<file path="src/rtl/vga_layer_compositor_if.sv">
// vga_layer_compositor_if: game-state inputs and VGA outputs of vga_layer_compositor
// master: game logic / board side, drives i_* and samples o_*.
// slave : the compositor.
// Signals:
//   i_enable                              start/keep scanning
//   i_blk_x/y/w/h [NUM_BLOCKS*COORD_W]    block i at [i*COORD_W +: COORD_W]
//   i_blk_rgb [NUM_BLOCKS*RGB_W], i_blk_valid [NUM_BLOCKS]
//   i_sq_y, i_sq_size [COORD_W], i_sq_rgb, i_bg_rgb [RGB_W]
//   o_h_sync, o_v_sync (active low), o_rgb [RGB_W], o_frame_start
//   o_collision                           only when COLLISION_DETECT_EN is defined
interface vga_layer_compositor_if #(
  parameter int NUM_BLOCKS = 4,
  parameter int COORD_W    = 10,
  parameter int RGB_W      = 12
);
  logic                          i_enable;
  logic [NUM_BLOCKS*COORD_W-1:0] i_blk_x;
  logic [NUM_BLOCKS*COORD_W-1:0] i_blk_y;
  logic [NUM_BLOCKS*COORD_W-1:0] i_blk_w;
  logic [NUM_BLOCKS*COORD_W-1:0] i_blk_h;
  logic [NUM_BLOCKS*RGB_W-1:0]   i_blk_rgb;
  logic [NUM_BLOCKS-1:0]         i_blk_valid;
  logic [COORD_W-1:0]            i_sq_y;
  logic [COORD_W-1:0]            i_sq_size;
  logic [RGB_W-1:0]              i_sq_rgb;
  logic [RGB_W-1:0]              i_bg_rgb;
  logic                          o_h_sync;
  logic                          o_v_sync;
  logic [RGB_W-1:0]              o_rgb;
  logic                          o_frame_start;
`ifdef COLLISION_DETECT_EN
  logic                          o_collision;
`endif
  modport master (
    output i_enable, i_blk_x, i_blk_y, i_blk_w, i_blk_h, i_blk_rgb, i_blk_valid,
           i_sq_y, i_sq_size, i_sq_rgb, i_bg_rgb,
    input  o_h_sync, o_v_sync, o_rgb, o_frame_start
`ifdef COLLISION_DETECT_EN
         , o_collision
`endif
  );
  modport slave (
    input  i_enable, i_blk_x, i_blk_y, i_blk_w, i_blk_h, i_blk_rgb, i_blk_valid,
           i_sq_y, i_sq_size, i_sq_rgb, i_bg_rgb,
    output o_h_sync, o_v_sync, o_rgb, o_frame_start
`ifdef COLLISION_DETECT_EN
         , o_collision
`endif
  );
endinterface

</file>
<file path="src/rtl/vga_layer_compositor.sv">
// vga_layer_compositor: VGA timing generator compositing blocks, a player square and background
// Ports:
//   i_clk    system clock
//   i_rst_n  asynchronous active-low reset
//   bus      vga_layer_compositor_if.slave (object inputs in, syncs/rgb/frame_start out)
// Object inputs are shadowed once per frame; output pixels lag the counters by 2 pixel ticks.
// Optional feature macro: COLLISION_DETECT_EN adds bus.o_collision, a per-frame flag that is
// set when the square overlapped any visible block during the previous frame.
module vga_layer_compositor #(
  parameter int NUM_BLOCKS = 4,
  parameter int COORD_W    = 10,
  parameter int RGB_W      = 12,
  parameter int CLK_DIV    = 4,
  parameter int H_ACTIVE   = 640,
  parameter int H_FP       = 16,
  parameter int H_SYNC     = 96,
  parameter int H_BP       = 48,
  parameter int V_ACTIVE   = 480,
  parameter int V_FP       = 10,
  parameter int V_SYNC     = 2,
  parameter int V_BP       = 33,
  parameter int SQUARE_X   = 100
) (
  input logic                   i_clk,
  input logic                   i_rst_n,
  vga_layer_compositor_if.slave bus
);
  localparam int H_TOT = H_ACTIVE + H_FP + H_SYNC + H_BP;
  localparam int V_TOT = V_ACTIVE + V_FP + V_SYNC + V_BP;
  localparam int CNT_W = $clog2(H_TOT > V_TOT ? H_TOT : V_TOT);
  // one spare bit so that X+W / Y+H never wrap
  localparam int E_W   = (CNT_W > COORD_W ? CNT_W : COORD_W) + 1;
  localparam int DIV_W = CLK_DIV > 1 ? $clog2(CLK_DIV) : 1;
  localparam logic [1:0] S_IDLE  = 2'd0;
  localparam logic [1:0] S_RUN   = 2'd1;
  localparam logic [1:0] S_DRAIN = 2'd2;

  logic [1:0]                    r_state;
  logic [1:0]                    w_state_nxt;
  logic [DIV_W-1:0]              r_div;
  logic [CNT_W-1:0]              r_hcnt;
  logic [CNT_W-1:0]              r_vcnt;
  logic [NUM_BLOCKS*COORD_W-1:0] r_blk_x;
  logic [NUM_BLOCKS*COORD_W-1:0] r_blk_y;
  logic [NUM_BLOCKS*COORD_W-1:0] r_blk_w;
  logic [NUM_BLOCKS*COORD_W-1:0] r_blk_h;
  logic [NUM_BLOCKS*RGB_W-1:0]   r_blk_rgb;
  logic [NUM_BLOCKS-1:0]         r_blk_valid;
  logic [COORD_W-1:0]            r_sq_y;
  logic [COORD_W-1:0]            r_sq_size;
  logic [RGB_W-1:0]              r_sq_rgb;
  logic [RGB_W-1:0]              r_bg_rgb;
  logic [NUM_BLOCKS-1:0]         r_s1_blk;
  logic                          r_s1_sq;
  logic                          r_s1_act;
  logic                          r_s1_hs;
  logic                          r_s1_vs;
  logic [RGB_W-1:0]              r_rgb;
  logic                          r_hs;
  logic                          r_vs;
  logic                          r_frame_start;
  logic                          w_tick;
  logic                          w_run;
  logic                          w_h_last;
  logic                          w_v_last;
  logic                          w_end;
  logic                          w_load;
  logic [E_W-1:0]                w_x;
  logic [E_W-1:0]                w_y;
  logic                          w_act;
  logic                          w_hs;
  logic                          w_vs;
  logic                          w_sq_hit;
  logic [NUM_BLOCKS-1:0]         w_blk_hit;
  logic [RGB_W-1:0]              w_pix;

  function automatic logic f_in(logic [E_W-1:0] p, logic [COORD_W-1:0] lo, logic [COORD_W-1:0] len);
    return p >= E_W'(lo) && p < E_W'(lo) + E_W'(len);
  endfunction

  assign w_tick   = r_div == DIV_W'(CLK_DIV - 1);
  assign w_run    = r_state != S_IDLE;
  assign w_h_last = r_hcnt == CNT_W'(H_TOT - 1);
  assign w_v_last = r_vcnt == CNT_W'(V_TOT - 1);
  assign w_end    = w_h_last && w_v_last;
  // a new frame starts on leaving IDLE, or at the wrap unless a drained frame is ending
  assign w_load   = w_tick && (w_run ? w_end && (r_state == S_RUN || bus.i_enable) : bus.i_enable);
  assign w_x      = E_W'(r_hcnt);
  assign w_y      = E_W'(r_vcnt);
  assign w_act    = w_run && w_x < E_W'(H_ACTIVE) && w_y < E_W'(V_ACTIVE);
  assign w_hs     = !(w_run && w_x >= E_W'(H_ACTIVE + H_FP) && w_x < E_W'(H_ACTIVE + H_FP + H_SYNC));
  assign w_vs     = !(w_run && w_y >= E_W'(V_ACTIVE + V_FP) && w_y < E_W'(V_ACTIVE + V_FP + V_SYNC));
  assign w_sq_hit = w_act && f_in(w_x, COORD_W'(SQUARE_X), r_sq_size) && f_in(w_y, r_sq_y, r_sq_size);

  always_comb begin
    w_state_nxt = r_state == S_IDLE ? (w_load ? S_RUN : S_IDLE)
                : bus.i_enable      ? S_RUN
                : r_state == S_RUN  ? S_DRAIN
                : (w_tick && w_end) ? S_IDLE : S_DRAIN;
  end

  always_comb begin
    w_blk_hit = '0;
    for (int i = 0; i < NUM_BLOCKS; i++)
      w_blk_hit[i] = w_act && r_blk_valid[i]
                  && f_in(w_x, r_blk_x[i*COORD_W +: COORD_W], r_blk_w[i*COORD_W +: COORD_W])
                  && f_in(w_y, r_blk_y[i*COORD_W +: COORD_W], r_blk_h[i*COORD_W +: COORD_W]);
  end

  // lowest-priority layer first so the higher ones overwrite it
  always_comb begin
    w_pix = r_bg_rgb;
    for (int i = NUM_BLOCKS - 1; i >= 0; i--)
      w_pix = r_s1_blk[i] ? r_blk_rgb[i*RGB_W +: RGB_W] : w_pix;
    w_pix = r_s1_sq ? r_sq_rgb : w_pix;
    w_pix = r_s1_act ? w_pix : '0;
  end

  always_ff @(posedge i_clk or negedge i_rst_n) begin
    if (!i_rst_n) begin
      r_state       <= S_IDLE;
      r_div         <= '0;
      r_hcnt        <= '0;
      r_vcnt        <= '0;
      r_frame_start <= 1'b0;
    end else begin
      r_state       <= w_state_nxt;
      r_div         <= w_tick ? '0 : r_div + 1'b1;
      r_frame_start <= w_load;
      if (w_tick && w_run) begin
        r_hcnt <= w_h_last ? '0 : r_hcnt + 1'b1;
        r_vcnt <= w_h_last ? (w_v_last ? '0 : r_vcnt + 1'b1) : r_vcnt;
      end
    end
  end

  always_ff @(posedge i_clk or negedge i_rst_n) begin
    if (!i_rst_n) begin
      r_blk_x     <= '0;
      r_blk_y     <= '0;
      r_blk_w     <= '0;
      r_blk_h     <= '0;
      r_blk_rgb   <= '0;
      r_blk_valid <= '0;
      r_sq_y      <= '0;
      r_sq_size   <= '0;
      r_sq_rgb    <= '0;
      r_bg_rgb    <= '0;
    end else if (w_load) begin
      r_blk_x     <= bus.i_blk_x;
      r_blk_y     <= bus.i_blk_y;
      r_blk_w     <= bus.i_blk_w;
      r_blk_h     <= bus.i_blk_h;
      r_blk_rgb   <= bus.i_blk_rgb;
      r_blk_valid <= bus.i_blk_valid;
      r_sq_y      <= bus.i_sq_y;
      r_sq_size   <= bus.i_sq_size;
      r_sq_rgb    <= bus.i_sq_rgb;
      r_bg_rgb    <= bus.i_bg_rgb;
    end
  end

  // the pipeline keeps ticking in IDLE so it flushes to blank/sync-high
  always_ff @(posedge i_clk or negedge i_rst_n) begin
    if (!i_rst_n) begin
      r_s1_blk <= '0;
      r_s1_sq  <= 1'b0;
      r_s1_act <= 1'b0;
      r_s1_hs  <= 1'b1;
      r_s1_vs  <= 1'b1;
      r_rgb    <= '0;
      r_hs     <= 1'b1;
      r_vs     <= 1'b1;
    end else if (w_tick) begin
      r_s1_blk <= w_blk_hit;
      r_s1_sq  <= w_sq_hit;
      r_s1_act <= w_act;
      r_s1_hs  <= w_hs;
      r_s1_vs  <= w_vs;
      r_rgb    <= w_pix;
      r_hs     <= r_s1_hs;
      r_vs     <= r_s1_vs;
    end
  end

  assign bus.o_h_sync      = r_hs;
  assign bus.o_v_sync      = r_vs;
  assign bus.o_rgb         = r_rgb;
  assign bus.o_frame_start = r_frame_start;

`ifdef COLLISION_DETECT_EN
  logic r_coll_sticky;
  logic r_collision;

  always_ff @(posedge i_clk or negedge i_rst_n) begin
    if (!i_rst_n) begin
      r_coll_sticky <= 1'b0;
      r_collision   <= 1'b0;
    end else if (w_load) begin
      r_collision   <= r_coll_sticky;
      r_coll_sticky <= 1'b0;
    end else if (r_s1_sq && |r_s1_blk) begin
      r_coll_sticky <= 1'b1;
    end
  end

  assign bus.o_collision = r_collision;
`endif
endmodule

</file>
<file path="src/flat_wrapper.sv">
// flat-port wrapper written by rule: the top's interface ports become plain ports
module vga_layer_compositor_flat 
#(
  parameter int NUM_BLOCKS = 4,
  parameter int COORD_W    = 10,
  parameter int RGB_W      = 12,
  parameter int CLK_DIV    = 4,
  parameter int H_ACTIVE   = 640,
  parameter int H_FP       = 16,
  parameter int H_SYNC     = 96,
  parameter int H_BP       = 48,
  parameter int V_ACTIVE   = 480,
  parameter int V_FP       = 10,
  parameter int V_SYNC     = 2,
  parameter int V_BP       = 33,
  parameter int SQUARE_X   = 100
)
  (i_clk, i_rst_n, bus_i_enable, bus_i_blk_x, bus_i_blk_y, bus_i_blk_w, bus_i_blk_h, bus_i_blk_rgb, bus_i_blk_valid, bus_i_sq_y, bus_i_sq_size, bus_i_sq_rgb, bus_i_bg_rgb, bus_o_h_sync, bus_o_v_sync, bus_o_rgb, bus_o_frame_start);
  vga_layer_compositor_if #(.NUM_BLOCKS(NUM_BLOCKS), .COORD_W(COORD_W), .RGB_W(RGB_W)) bus_i ();
  input logic i_clk;
  input logic i_rst_n;
  input wire logic [$bits(bus_i.i_enable)-1:0] bus_i_enable;
  input wire logic [$bits(bus_i.i_blk_x)-1:0] bus_i_blk_x;
  input wire logic [$bits(bus_i.i_blk_y)-1:0] bus_i_blk_y;
  input wire logic [$bits(bus_i.i_blk_w)-1:0] bus_i_blk_w;
  input wire logic [$bits(bus_i.i_blk_h)-1:0] bus_i_blk_h;
  input wire logic [$bits(bus_i.i_blk_rgb)-1:0] bus_i_blk_rgb;
  input wire logic [$bits(bus_i.i_blk_valid)-1:0] bus_i_blk_valid;
  input wire logic [$bits(bus_i.i_sq_y)-1:0] bus_i_sq_y;
  input wire logic [$bits(bus_i.i_sq_size)-1:0] bus_i_sq_size;
  input wire logic [$bits(bus_i.i_sq_rgb)-1:0] bus_i_sq_rgb;
  input wire logic [$bits(bus_i.i_bg_rgb)-1:0] bus_i_bg_rgb;
  output wire logic [$bits(bus_i.o_h_sync)-1:0] bus_o_h_sync;
  output wire logic [$bits(bus_i.o_v_sync)-1:0] bus_o_v_sync;
  output wire logic [$bits(bus_i.o_rgb)-1:0] bus_o_rgb;
  output wire logic [$bits(bus_i.o_frame_start)-1:0] bus_o_frame_start;
  assign bus_i.i_enable = bus_i_enable;
  assign bus_i.i_blk_x = bus_i_blk_x;
  assign bus_i.i_blk_y = bus_i_blk_y;
  assign bus_i.i_blk_w = bus_i_blk_w;
  assign bus_i.i_blk_h = bus_i_blk_h;
  assign bus_i.i_blk_rgb = bus_i_blk_rgb;
  assign bus_i.i_blk_valid = bus_i_blk_valid;
  assign bus_i.i_sq_y = bus_i_sq_y;
  assign bus_i.i_sq_size = bus_i_sq_size;
  assign bus_i.i_sq_rgb = bus_i_sq_rgb;
  assign bus_i.i_bg_rgb = bus_i_bg_rgb;
  assign bus_o_h_sync = bus_i.o_h_sync;
  assign bus_o_v_sync = bus_i.o_v_sync;
  assign bus_o_rgb = bus_i.o_rgb;
  assign bus_o_frame_start = bus_i.o_frame_start;
  vga_layer_compositor #(.NUM_BLOCKS(NUM_BLOCKS), .COORD_W(COORD_W), .RGB_W(RGB_W), .CLK_DIV(CLK_DIV), .H_ACTIVE(H_ACTIVE), .H_FP(H_FP), .H_SYNC(H_SYNC), .H_BP(H_BP), .V_ACTIVE(V_ACTIVE), .V_FP(V_FP), .V_SYNC(V_SYNC), .V_BP(V_BP), .SQUARE_X(SQUARE_X)) u_core (.i_clk(i_clk), .i_rst_n(i_rst_n), .bus(bus_i));
endmodule
</file>
<file path="config.mk">
export PLATFORM = sky130hd
export DESIGN_NAME = vga_layer_compositor_flat
export DESIGN_NICKNAME = d
export VERILOG_FILES = /design/src/rtl/vga_layer_compositor_if.sv /design/src/rtl/vga_layer_compositor.sv /design/src/flat_wrapper.sv
export SDC_FILE = /design/constraint.sdc
export NUM_CORES = 1
export LEC_CHECK = 0
export ABC_AREA = 1
export BUFFER_PORTS_ARGS = -buffer_cell sky130_fd_sc_hd__buf_2
export CORE_MARGIN = 2
export CORE_UTILIZATION = 40
export DETAILED_ROUTE_END_ITERATION = 7
export PLACE_DENSITY = 0.7
export SETUP_SLACK_MARGIN = 0.2
export SLEW_MARGIN = 20
export SYNTH_ARGS = -nofsm -noshare
export SYNTH_HDL_FRONTEND = slang
export SYNTH_SLANG_ARGS = --single-unit
</file>
<file path="constraint.sdc">
create_clock -name i_clk -period 6.95 [get_ports i_clk]
set_clock_uncertainty 0.1 [all_clocks]
set_input_delay 1.39 -clock i_clk [delete_from_list [all_inputs] [get_ports i_clk]]
set_output_delay 1.39 -clock i_clk [all_outputs]
set_load 0.03 [all_outputs]
</file>
==> flow_metrics.env, run 1 <==
export IMPL_status="completed"
export IMPL_cts_hold_repair_buffers=0
export IMPL_slew_headroom_pct=31.5
export IMPL_avgSynthCellArea_um2=7.43
export IMPL_via_per_inst=4.88
export IMPL_overflow=0
export IMPL_p_seq_share_pct=34.2
export IMPL_async_reset_ff_share_pct=100
export IMPL_grt_max_degree=144
export IMPL_track_usage_pct=21.0
export IMPL_start_kind="flip-flop"
export IMPL_hpwlAfterDp_um=40800
export IMPL_period_minus_slack_ns=3.76
export IMPL_cp_startpoint="u_core.r_hcnt[1]$_DFFE_PN0P_"
export IMPL_hold_ws_ns=0.332
export IMPL_setup_ws_ns=3.19
export IMPL_crit_top_cell="nand2_1"
export IMPL_setup_violations_final=0
export IMPL_synthesis_nets=3387
export IMPL_die_x_um=234
export IMPL_h_tree_depth=2
export IMPL_row_count=84
export IMPL_grt_pass1_wl_um=91500
export IMPL_period_share_pct=54.1
export IMPL_clk_path_buf_depth=3
export IMPL_rsz0062_at_grt="no"
export IMPL_r2r_slack_ns=3.19
export IMPL_synth_edf_count=0
export IMPL_hold_violations=0
export IMPL_drc=0
export IMPL_place_congestion=0.874
export IMPL_fin_tns_setup_ns=0
export IMPL_ys_flop_type="dfrtp_1"
export IMPL_post_cts_repair_setup_buffers=0
export IMPL_drive_gt1_share_pct=11.4
export IMPL_area_growth_syn_to_layout_pct=15.2
export IMPL_rr_endpoint="u_core.r_blk_w[13]$_DFFE_PN0P_"
export IMPL_power_switching_w=0.00263
export IMPL_power_leakage_nw=13.7
export IMPL_pin_count=274
export IMPL_path_class="flip-flop to flip-flop"
export IMPL_rr_worst_depth=12
export IMPL_synthDistinctLibCells=36
export IMPL_fmax_mhz=266
export IMPL_drt_iter0_markers=1046
export IMPL_cpMaxStageDelayCell="dfrtp_1"
export IMPL_first_global_vias=17700
export IMPL_cts_buffers=38
export IMPL_initial_utilization_pct=40.3
export IMPL_worst_pin_slew_ns=1.03
export IMPL_dpl_worst_slack_ns=2.90
export IMPL_wl_per_cell_um=14.9
export IMPL_power_density_nw_per_um2=290
export IMPL_pwr_share_comb_pct=35.9
export IMPL_core_area_um2=52300
export IMPL_finalWirelength_um=56900
export IMPL_power_w=0.00706
export IMPL_cp_end_kind="flip-flop"
export IMPL_cts_tree="built"
export IMPL_worstHoldEndpoint="u_core.r_div[0]$_DFF_PN0_"
export IMPL_critPathArrivalTime_ns=4.14
export IMPL_nets=3633
export IMPL_required_ns=7.33
export IMPL_cts_resized=0
export IMPL_synth_seq_cells=303
export IMPL_maxCapViolCount=0
export IMPL_swShare_pct=37.3
export IMPL_dr_total_vias=18600
export IMPL_p_clk_share_pct=30.0
export IMPL_cp_max_fo=143
export IMPL_hp_start="u_core.r_div[0]$_DFF_PN0_"
export IMPL_crit_chain="ha_1, nand2_1, nor2_1, nand2_1, nor2_1, nand2_1, nand2_1, nand2_8, inv_8, buf_12, nand2_1, nand2_1"
export IMPL_cts_root_buf="clkbuf_16"
export IMPL_insertion_delay_ns=0.57
export IMPL_dieArea_um2=54600
export IMPL_io_buffers=273
export IMPL_slew_viol_final=0
export IMPL_p_int_w=0.00443
export IMPL_synth_warnings=0
export IMPL_cts_sinks=303
export IMPL_antenna_found_initial=2
export IMPL_dp_cells=3737
export IMPL_cts_clk_slew_worst_paths_ns=0.06
export IMPL_holdCritPathClass="flip-flop to flip-flop"
export IMPL_max_vdd_ir_drop_uv=178
export IMPL_die_h_um=234
export IMPL_holdPathStages=1
export IMPL_antenna_left=0
export IMPL_syn_instance_count=2843
export IMPL_syn_cell_area_um2=21100
export IMPL_dr_pass1_iters=5
export IMPL_finalNonFillerCells=3808
export IMPL_fillers=5303
export IMPL_slowest_delay_ns=0.73
export IMPL_yosysSeqAreaShare_pct=35.9
export IMPL_worstReg2RegStart="u_core.r_hcnt[1]$_DFFE_PN0P_"
## routing by layer
metal | vias up | part of all wire [%] | GRT usage, %
li1 | 9544 | - | -
met1 | 8560 | 47 | 29.3
met2 | 389 | 46 | 34.2
met3 | 80 | 4.4 | 2.69
met4 | 2 | 2.0 | 5.80
met5 | - | 0.019 | 0
## power by group through the flow
stage                     registers (W)  logic [W]  clock network [W]
final                           0.00241    0.00253            0.00212
after global routing            0.00246    0.00299            0.00224
after CTS                       0.00241    0.00255            0.00217
after detailed placement        0.00243    0.00253                  0
after global placement          0.00244    0.00246                  0
after floorplan                 0.00233    0.00195                  0
## critical path: cells and delay by family (launching register included)
family                   cells  cell delay (ns)
adder cells (fa/ha/maj)      1             0.29
AND/OR/NAND/NOR              9             1.31
buffers and inverters        2             1.18
flip-flops                   1             0.73
## sequential cells by signal, summed over array words and instances, names as in the netlist, 2 cells and up
| name | flops |
|---|---|
| u_core.r_blk_rgb | 48 |
| u_core.r_sq_rgb | 12 |
| u_core.r_bg_rgb | 12 |
| u_core.r_state | 2 |
| u_core.r_sq_size | 10 |
| u_core.r_blk_valid | 4 |
| u_core.bus.o_rgb | 12 |
| u_core.r_blk_y | 40 |
| u_core.r_sq_y | 10 |
| u_core.r_vcnt | 10 |
| u_core.r_hcnt | 10 |
| u_core.r_s1_blk | 4 |
| u_core.r_blk_w | 40 |
| u_core.r_blk_x | 40 |
| u_core.r_blk_h | 40 |
| u_core.r_div | 2 |
## final cells by class
type	count	area, um2	area share [%]
inverters	273	1030	4.24
repair buffers	279	1450	5.95
well taps	688	861	3.54
multi-input cells	2194	12100	49.6
clock inverters	18	259	1.06
diodes	3	7.51	0.0309
clock buffers	50	1080	4.43
flip-flops and latches	303	7590	31.2
## worst max-delay path by stage
| stage | end | slack [ns] | depth (start not counted) |
|---|---|---|---|
| 6_report | u_core.r_blk_w[13]$_DFFE_PN0P_ | 3.19 | 12 |
| 5_1_grt | u_core.r_blk_rgb[42]$_DFFE_PN0P_ | 2.83 | 12 |
| 4_1_cts | u_core.r_blk_w[13]$_DFFE_PN0P_ | 3.10 | 12 |
| 3_5_place_dp | u_core.r_blk_w[13]$_DFFE_PN0P_ | 2.90 | 8 |
| 3_3_place_gp | u_core.r_blk_w[12]$_DFFE_PN0P_ | 2.97 | 8 |
| 2_1_floorplan | u_core.r_s1_blk[3]$_DFFE_PN0P_ | 4.42 | 18 |
## synth_stat cells (4+ instances only)
cell type     n  area [um2]
a21o_1       18         135
a21oi_1     125         626
a31oi_1      19         119
buf_2        30         150
buf_4        14         105
buf_6        11         124
clkbuf_1     17        63.8
dfrtp_1     299        7480
dfstp_2       4         105
fa_1          9         180
ha_1        276        3450
inv_1       267        1000
inv_2         4        15.0
mux2i_1      12         120
nand2_1    1247        4680
nand3_1      79         395
nand3b_1      7        52.6
nand4_1      24         150
nor2_1      158         593
nor3_1       19        95.1
nor4_1       13        81.3
o211ai_1      9        67.6
o21a_1        5        37.5
o21ai_0      56         280
o21ai_1       6        30.0
o21bai_1     21         158
xnor2_1      19         166
xor2_1       64         561
## layout by cell type, fill, tap and decap left out, types with 21 or more instances in the layout
cell and instances:
nor2_1 158, a21oi_1 125, nand4_1 24, dfrtp_1 299
clkbuf_16 39, inv_1 267, nand3_1 79, nand2_1 1247
o21ai_0 56, o21bai_1 21, xor2_1 64, ha_1 276
buf_2 272
## kinds of logic (layout without fill, tap and decap cells)
group                      after synthesis  in the layout  share of synthesized area [%]
muxes                                   12             12                          0.569
and+or+nand+nor                       1552           1552                           28.8
buffers and inverters                  346            620                           7.02
DFF                                    303            303                           35.9
other                                    0              3                              0
adders and majority gates              285            285                           17.2
xor gates and xnor gates                83             83                           3.44
AOI/OAI and AO/OA                      262            262                           6.99
## through the flow
stage	cell area [um2]	utilization [%]
floorplan	21100	-
global placement	23000	43.9
detailed placement	23000	43.9
CTS	24300	46.5
global route	24300	46.5
finish	24300	46.5
No activity file was read; power rests on OpenSTA's default activity.
==> run 2: changes to the inputs <==
- PLACE_DENSITY: 0.7 -> 0.72
- clock period: 6.95 -> 3.4 ns (I/O delays scaled with it)
==> run 2 against run 1 <==
  * Total power rose by 110%
  * Clock power rose by 110%
  * Via count rose by 0.43%
  * First-iteration DRC count rose by 13%
  * Hold slack got worse by 0.33 ns
  * Routed wire length rose by 1.3%
  * Core utilization rose by 0.67 points
  * Worst setup slack got worse by 2.6 ns
  * Register-to-register slack got worse by 2.6 ns
  * Final cell count rose by 0.95%
  * Global-route usage rose by 0.29 points
  * Fmax rose by 33%
  * Highest routed layer is now met4
  * Critical path type unchanged
==> flow_metrics.env, run 2 (synthesis gave the netlist of run 1 again) <==
export IMPL_p_clk_share_pct=30.2
export IMPL_setup_violations_final=0
export IMPL_start_kind="flip-flop"
export IMPL_dp_cells=3771
export IMPL_p_seq_share_pct=33.1
export IMPL_cp_end_kind="flip-flop"
export IMPL_slew_viol_final=0
export IMPL_pin_count=274
export IMPL_cp_max_fo=4
export IMPL_period_minus_slack_ns=2.83
export IMPL_die_h_um=234
export IMPL_hpwlAfterDp_um=42800
export IMPL_cts_resized=0
export IMPL_grt_busiest_layer="met2"
export IMPL_cpMaxStageDelayCell="fa_1"
export IMPL_grt_max_degree=79
export IMPL_fin_tns_setup_ns=0
export IMPL_h_tree_depth=2
export IMPL_clk_path_buf_depth=3
export IMPL_drt_iter0_markers=1179
export IMPL_crit_top_cell="nand2_1"
export IMPL_row_count=84
export IMPL_hold_ws_ns=0.00369
export IMPL_p_int_w=0.00918
export IMPL_period_share_pct=83.3
export IMPL_cts_clk_slew_worst_paths_ns=0.06
export IMPL_area_growth_syn_to_layout_pct=16.9
export IMPL_nets=3668
export IMPL_setup_ws_ns=0.569
export IMPL_io_buffers=273
export IMPL_post_cts_repair_setup_buffers=0
export IMPL_slew_headroom_pct=40.2
export IMPL_power_leakage_nw=13.9
export IMPL_layout_commonest_cell="nand2_1"
export IMPL_path_class="flip-flop to flip-flop"
export IMPL_required_ns=3.82
export IMPL_cts_tree="built"
export IMPL_overflow=0
export IMPL_finalNonFillerCells=3844
export IMPL_use_met3_pct=3.11
export IMPL_final_cell_mix="nand2_1, dfrtp_1, ha_1"
export IMPL_crit_buf_inv=2
export IMPL_critPathArrivalTime_ns=3.25
export IMPL_regMostFlops="u_core.r_blk_rgb"
export IMPL_cts_sinks=303
export IMPL_cts_buffers=39
export IMPL_holdCritPathClass="primary input to async pin"
export IMPL_power_density_nw_per_um2=593
export IMPL_die_x_um=234
export IMPL_finalWirelength_um=57600
export IMPL_use_met1_pct=29.4
export IMPL_max_vdd_ir_drop_uv=328
export IMPL_drive_gt1_share_pct=12.3
export IMPL_grt_pass1_wl_um=92200
export IMPL_swShare_pct=37.3
export IMPL_crit_chain="ha_1, fa_1, inv_1, nor2_1, nor2_1, xor2_1, ha_1, nand2_1, inv_1, a21oi_1, nand2_1, nand2_1, nand2_1, nand2_1, nand2_1, nand2_1, nand3_1, nand2_1"
export IMPL_fmax_mhz=353
export IMPL_pwr_share_comb_pct=36.7
export IMPL_initial_utilization_pct=40.3
export IMPL_place_congestion=0.882
export IMPL_core_area_um2=52300
export IMPL_cts_hold_repair_buffers=0
export IMPL_maxCapViolCount=0
export IMPL_dpl_worst_slack_ns=0.609
export IMPL_insertion_delay_ns=0.58
export IMPL_slowest_delay_ns=0.49
export IMPL_path_delay_family="adder cells"
export IMPL_status="completed"
export IMPL_dr_pass1_iters=5
export IMPL_dieArea_um2=54600
export IMPL_via_per_inst=4.85
export IMPL_largest_register_ffs=48
export IMPL_dpl_cell_area_um2=23300
export IMPL_drc=0
export IMPL_antenna_found_initial=3
export IMPL_power_switching_w=0.00545
export IMPL_worst_pin_slew_ns=0.897
export IMPL_hold_violations=0
export IMPL_first_global_vias=18000
export IMPL_gr_usage_met2_pct=34.1
export IMPL_dr_total_vias=18700
export IMPL_wl_per_cell_um=15.0
export IMPL_track_usage_pct=21.3
export IMPL_rsz0062_at_grt="no"
export IMPL_antenna_left=0
export IMPL_design_area_um2=24700
export IMPL_cts_root_buf="clkbuf_16"
==> run 2: cell types whose count changed in the layout (fill, tap and decap cells not counted), moves of 2 or more <==
cell        delta
buf_4         +29
clkinvlp_4     +5
clkinv_4       -4
clkinv_8       -2
buf_12         +5
inv_16         +2
diode_2        +2
==> run 2: through the flow <==
step / utilization, % / total power, W
2_1_floorplan: - / 0.00876
3_3_place_gp: 44.5 / 0.0101
3_5_place_dp: 44.5 / 0.0102
4_1_cts: 47.1 / 0.0148
5_1_grt: 47.1 / 0.0159
6_report: 47.2 / 0.0146
==> run 2: worst register-to-register path, cell delays in order, from the launching register on <==
cell	delay (ns)
dfrtp_1	0.40
ha_1	0.26
fa_1	0.49
inv_1	0.10
nor2_1	0.05
nor2_1	0.16
xor2_1	0.18
ha_1	0.26
nand2_1	0.10
inv_1	0.04
a21oi_1	0.14
nand2_1	0.06
nand2_1	0.05
nand2_1	0.04
nand2_1	0.05
nand2_1	0.04
nand2_1	0.10
nand3_1	0.08
nand2_1	0.06
==> run 2: worst paths after layout <==
check | endpoint | from | cells after the start | slack, ns
worst max-delay path | u_core.r_s1_blk[3]$_DFFE_PN0P_ | u_core.r_blk_y[30]$_DFFE_PN0P_ | 18 | 0.57
worst min-delay path | u_core.r_blk_w[33]$_DFFE_PN0P_ | i_rst_n | 1 | 0.004
worst max register to register | u_core.r_s1_blk[3]$_DFFE_PN0P_ | u_core.r_blk_y[30]$_DFFE_PN0P_ | 18 | 0.57
worst min register to register | u_core.r_div[0]$_DFF_PN0_ | u_core.r_div[0]$_DFF_PN0_ | 1 | 0.32
max in group asynchronous | u_core.r_blk_w[6]$_DFFE_PN0P_ | i_rst_n | 2 | 2.36
min in group i_clk | u_core.r_blk_h[12]$_DFFE_PN0P_ | bus_i_blk_h[12] | 3 | 0.19
==> run 2: layout make-up <==
type,instances,area (um2)
repair buffers,313,1760
clock buffers,49,1070
flip-flops and latches,303,7590
well taps,688,861
inverters,273,1030
clock inverters,19,292
diodes,5,12.5
multi-input cells,2194,12100
fillers,5212,27700
==> run 2: power by group through the flow <==
stage / clock network [W] / registers, W / logic [W]
global route: 0.00469 / 0.00494 / 0.00630
detailed placement: 0 / 0.00488 / 0.00533
CTS: 0.00455 / 0.00484 / 0.00538
finish: 0.00442 / 0.00484 / 0.00538
global placement: 0 / 0.00487 / 0.00524
floorplan: 0 / 0.00477 / 0.00399
==> run 2: per-layer routing <==
layer | vias to the layer above | routed length [um]
met5 | - | 0
met4 | 0 | 1690
met3 | 97 | 2800
li1 | 9615 | -
met2 | 389 | 25900
met1 | 8554 | 27300
